**src/rtl/counter_pkg.sv**
```systemverilog
// Shared definitions for the programmable up/down counter: direction codes,
// FSM state encoding and the load clamp helper.
package counter_pkg;

  localparam logic DIR_UP   = 1'b0;
  localparam logic DIR_DOWN = 1'b1;

  typedef enum logic {
    ST_RUN  = 1'b0,
    ST_DONE = 1'b1
  } state_e;

  // Wide enough for any practical counter width; callers cast in and out.
  localparam int CLAMP_W = 64;

  function automatic logic [CLAMP_W-1:0] clamp(input logic [CLAMP_W-1:0] val,
                                               input logic [CLAMP_W-1:0] max);
    return (val > max) ? max : val;
  endfunction

endpackage

```
**src/rtl/counter_up_down_mod_step.sv**
```systemverilog
// Combinational step: next count and terminal detection for the current
// direction and top value. All wrap/clamp arithmetic lives here.
module counter_step
  import counter_pkg::*;
#(
  parameter int WIDTH = 4
) (
  input  logic [WIDTH-1:0] count,
  input  logic             dir,
  input  logic [WIDTH-1:0] mod_max,
  output logic [WIDTH-1:0] next_count,
  output logic             at_terminal
);

  always_comb begin
    next_count  = count;
    at_terminal = 1'b0;
    if (dir == DIR_UP) begin
      // >= so a count stranded above a lowered mod_max wraps instead of overflowing
      if (count >= mod_max) begin
        at_terminal = 1'b1;
        next_count  = '0;
      end else begin
        next_count = count + 1'b1;
      end
    end else begin
      if (count == '0) begin
        at_terminal = 1'b1;
        next_count  = mod_max;
      end else if (count > mod_max) begin
        next_count = mod_max;
      end else begin
        next_count = count - 1'b1;
      end
    end
  end

endmodule

```
**src/rtl/counter_up_down_mod.sv**
```systemverilog
// Programmable MOD-N up/down counter with enable, synchronous load,
// terminal-count flag and a one-shot mode that halts at terminal.
module counter_up_down_mod
  import counter_pkg::*;
#(
  parameter int               WIDTH     = 4,
  parameter logic [WIDTH-1:0] RESET_VAL = '0
) (
  input  logic             clk,
  input  logic             rst,
  input  logic             en,
  input  logic             dir,
  input  logic [WIDTH-1:0] mod_max,
  input  logic             one_shot,
  input  logic             load,
  input  logic [WIDTH-1:0] load_val,
  output logic [WIDTH-1:0] count,
  output logic             tc,
  output logic             done
);

  state_e           state_q, state_d;
  logic [WIDTH-1:0] count_q, count_d;
  logic [WIDTH-1:0] step_next;
  logic [WIDTH-1:0] load_clamped;
  logic             at_terminal;

  counter_step #(.WIDTH(WIDTH)) u_step (
    .count      (count_q),
    .dir        (dir),
    .mod_max    (mod_max),
    .next_count (step_next),
    .at_terminal(at_terminal)
  );

  assign load_clamped = WIDTH'(clamp(CLAMP_W'(load_val), CLAMP_W'(mod_max)));

  always_ff @(posedge clk or posedge rst) begin
    if (rst) begin
      count_q <= RESET_VAL;
      state_q <= ST_RUN;
    end else begin
      count_q <= count_d;
      state_q <= state_d;
    end
  end

  always_comb begin
    count_d = count_q;
    state_d = state_q;
    if (load) begin
      count_d = load_clamped;
      state_d = ST_RUN;
    end else if (state_q == ST_RUN && en) begin
      if (at_terminal && one_shot) begin
        // Park on the terminal value of the current direction.
        count_d = (dir == DIR_UP) ? mod_max : '0;
        state_d = ST_DONE;
      end else begin
        count_d = step_next;
      end
    end
  end

  assign count = count_q;
  assign done  = (state_q == ST_DONE);
  assign tc    = ~rst & en & (state_q == ST_RUN) & at_terminal;

endmodule
```
**config.mk**
```make
export PLATFORM = sky130hd
export DESIGN_NAME = counter_up_down_mod
export DESIGN_NICKNAME = d
export VERILOG_FILES = /design/src/rtl/counter_pkg.sv /design/src/rtl/counter_up_down_mod_step.sv /design/src/rtl/counter_up_down_mod.sv
export SDC_FILE = /design/constraint.sdc
export NUM_CORES = 1
export LEC_CHECK = 0
export ABC_CLOCK_PERIOD_IN_PS = 2300
export CORE_AREA = 2 2 49 51
export DETAILED_ROUTE_END_ITERATION = 16
export DIE_AREA = 0 0 51 53
export PLACE_DENSITY_LB_ADDON = 0.2
export SLEW_MARGIN = 40
export SYNTH_ARGS = -nofsm -noshare
export SYNTH_HDL_FRONTEND = slang
export SYNTH_HIERARCHICAL = 1
export SYNTH_SLANG_ARGS = --single-unit
```
**constraint.sdc**
```tcl
create_clock -name clk -period 2.3 [get_ports clk]
set_input_delay 0.23 -clock clk [delete_from_list [all_inputs] [get_ports clk]]
set_output_delay 0.23 -clock clk [all_outputs]
set_load 0.05 [all_outputs]
```
==> out/results.ini <==
[floorplan]
floorplan.rows=17
die_width_um=51
core_um2=2150
die-height_um=53
initial_core_util_pct=38.8
ioPinCount=20
design.die.area_um2=2700

[drt]
first_pass_iters=4
drcViolationCount=0
drt_wl_total_mm=2.46
route.vias.total=930
detail_route.wl_per_cell_um=14.6
postRouteAntennaNets=0
drtIter0Drc=15
vias_per_cell=5.50

[pwr]
share_seq_of_total_power_pct=17.0
peakVddDrop_v=0.000361
p_sw_share_pct=41.7
p_int_mw=0.411
leakagePower_nw=0.605
clkPwrFrac_pct=14.3
pwr-share-comb_pct=68.7
finalPower_mw=0.704
power_density_nw_per_um2=524
p_switching_mw=0.294

[clock_tree]
h-tree-depth=1
cts_buffer_depth=2
clk_pin_slew_worst_paths_ns=0.05
clock-root-buffer=clkbuf_4
cts_tree=built
cts_buffers=3
insertion_delay_ns=0.24
clock-sinks=5

[setup_path]
worstPathRequired_ns=2.07
crit_chain=ha_4, and4_4, nor2_1, and3_4, a21oi_4, buf_6, and3_4, buf_12
start_kind=register
cp_slowest_cell=dfrtp_4
r2r_cells=9
max_stage_delay_ns=0.50
critPathMaxFanout=6
cpMostUsedCell=and3_4
path_class=register to primary output
reg2reg_from=count[2]
cp.buffers_inverters=2
cp.arrival_ns=2.09
cp_num_cells=8
endpoint_kind=primary output
critPathTopFamily=simple AND/OR/NAND/NOR gates
startpoint=count[2]

[yosys]
synthArstFlopShare_pct=100
synth_area_um2=833
yosysSeqAreaShare_pct=15.0
synth_nets=124
synth.distinct_cells=40
avgSynthCellArea_um2=8.33
synthCells=100
synth_flop_cell=dfrtp_1
synth_warnings=6
synth_edf_count=0
synth-seq-cells=5

[sta]
max_freq_ghz=0.430
hold_viol_final=0
min_period_over_period_pct=101
slew_viol_final=0
fin_skew_ns=0.00245
setup_viol=2
min_period_ns=2.32
fin_ws_ns=-0.0237
worst_pin_slew_ns=0.509
slew_headroom_pct=65.9
rsz0062_at_grt=true

[final_layout]
final_cells=169
area_growth_pct=61.4
fillers=190
final_net_count=166
diodes=0
layout-drive-gt1-share_pct=34.8
multi_input_area_um2=763
seqCellArea_um2=133

[placed_design]
dp_hpwl_mm=1.98
dp.cells=162
pre_cts_ws_ns=-0.412
io_buffers=19
routabilityCongestion=0.881

[status]
status=complete, but fails checks
violations=setup timing

[grt]
grt_pass1_wl_mm=4.13
antenna_found_initial=0
grt_usage_pct=20.0
grt_overflow=0
grt_pass1_vias=921
grt_max_degree=18

[job]
maxCapViolCount=0

[worst_hold_path]
hold_path_class=input pin to async pin

-- power by group through the flow --
stage	registers, mW	clock network (mW)	logic [mW]
2_1_floorplan	0.169	0	0.217
3_3_place_gp	0.121	0	0.426
3_5_place_dp	0.121	0	0.431
4_1_cts	0.121	0.0993	0.453
5_1_grt	0.122	0.106	0.523
6_report	0.120	0.101	0.484
-- kinds of logic after synthesis --
| group | synth area share, % |
|---|---|
| mux | 1.20 |
| compound gates | 30.9 |
| xor+xnor | 4.20 |
| fa+ha+maj | 15.0 |
| simple gates | 28.2 |
| buf+inv | 5.41 |
| flops | 15.0 |
-- layer usage --
metal | wire length, um | vias up | global-route usage (%)
met5 | 0 | - | 0
met4 | 14 | 0 | 4.05
met3 | 73 | 2 | 1.98
met2 | 1310 | 18 | 38.7
met1 | 1060 | 444 | 23.5
li1 | - | 466 | -
-- worst reg2reg max path: cells and delay by family (launching register included) --
kind                       cells  cell delay (ns)
muxes                          1             0.22
DFF                            1             0.50
and+or+nand+nor                1             0.23
adders and majority gates      1             0.28
AOI/OAI and AO/OA              6             0.99
-- cell type report --
| cell class | count | area share (%) |
|---|---|---|
| repair buffers | 39 | 26.0 |
| multi-input cells | 83 | 56.7 |
| well taps | 28 | 2.60 |
| flip-flops and latches | 5 | 9.86 |
| inverters | 10 | 2.79 |
| clock buffers | 4 | 1.95 |
-- sequential cells by signal, summed over array words and instances, names as in the netlist --
name	count
count	4
done	1
-- cell usage after synthesis (2+ instances only) --
library cell | count | share of area (%)
nor2b_1 | 2 | 1.5
clkbuf_1 | 2 | 0.90
xor2_1 | 3 | 3.2
o31a_1 | 3 | 3.2
ha_1 | 10 | 15
a21oi_1 | 4 | 2.4
nand2_1 | 5 | 2.3
and4b_1 | 4 | 4.8
o21ai_0 | 5 | 3.0
inv_1 | 10 | 4.5
dfrtp_1 | 5 | 15
a211oi_1 | 7 | 6.3
and3_1 | 5 | 3.8
nor4b_1 | 3 | 3.2
nor2_1 | 7 | 3.2
-- repair_timing --
| item | in CTS | in global routing |
|---|---|---|
| hold buffers | 0 | 0 |
| resized for setup | 11 | 7 |
| endpoints found under the setup margin | 5 | 5 |
| buffers inserted | 1 | 2 |
| cloned | 0 | 0 |
| pin swaps | 6 | 6 |
-- path summary, 6_finish.rpt --
| check | slack (ns) | endpoint |
|---|---|---|
| min in group clk | 0.53 | done |
| setup reg to reg | -0.01 | count[1] |
| hold reg to reg | 0.53 | done |
| hold / removal | 0.20 | count[3] |
| setup / recovery | -0.02 | tc |
| max in group asynchronous | 1.89 | count[2] |
-- stage by stage --
stage               hold slack [ns]  TNS [ns]  area (um^2)  utilization, %
global route                  0.222    -0.307         1350            62.6
CTS                           0.206   -0.0303         1300            60.6
detailed placement            0.450     -1.73         1230            57.3
finish                        0.202   -0.0334         1350            62.6
floorplan                    0.0135   -0.0169          875               -
global placement              0.443     -1.59         1230            57.3
-- layout by cell type (no fill, tap or decap), types with 2 or more instances in the layout --
master and instances:
and4b_1 4, xor2_1 3, dlygate4sd2_1 3, o21ai_0 4, a211oi_2 4, nor4b_1 3
clkbuf_4 3, and3_1 3, ha_4 3, inv_1 8, dfrtp_2 3, ha_1 7
a211oi_1 3, o31a_1 3, nor2b_4 2, nand2_1 5, inv_2 2, buf_4 19
nor2_1 7, clkdlybuf4s50_1 15, and3_4 2, a21oi_1 3
No activity file was read; power rests on OpenSTA's default activity.
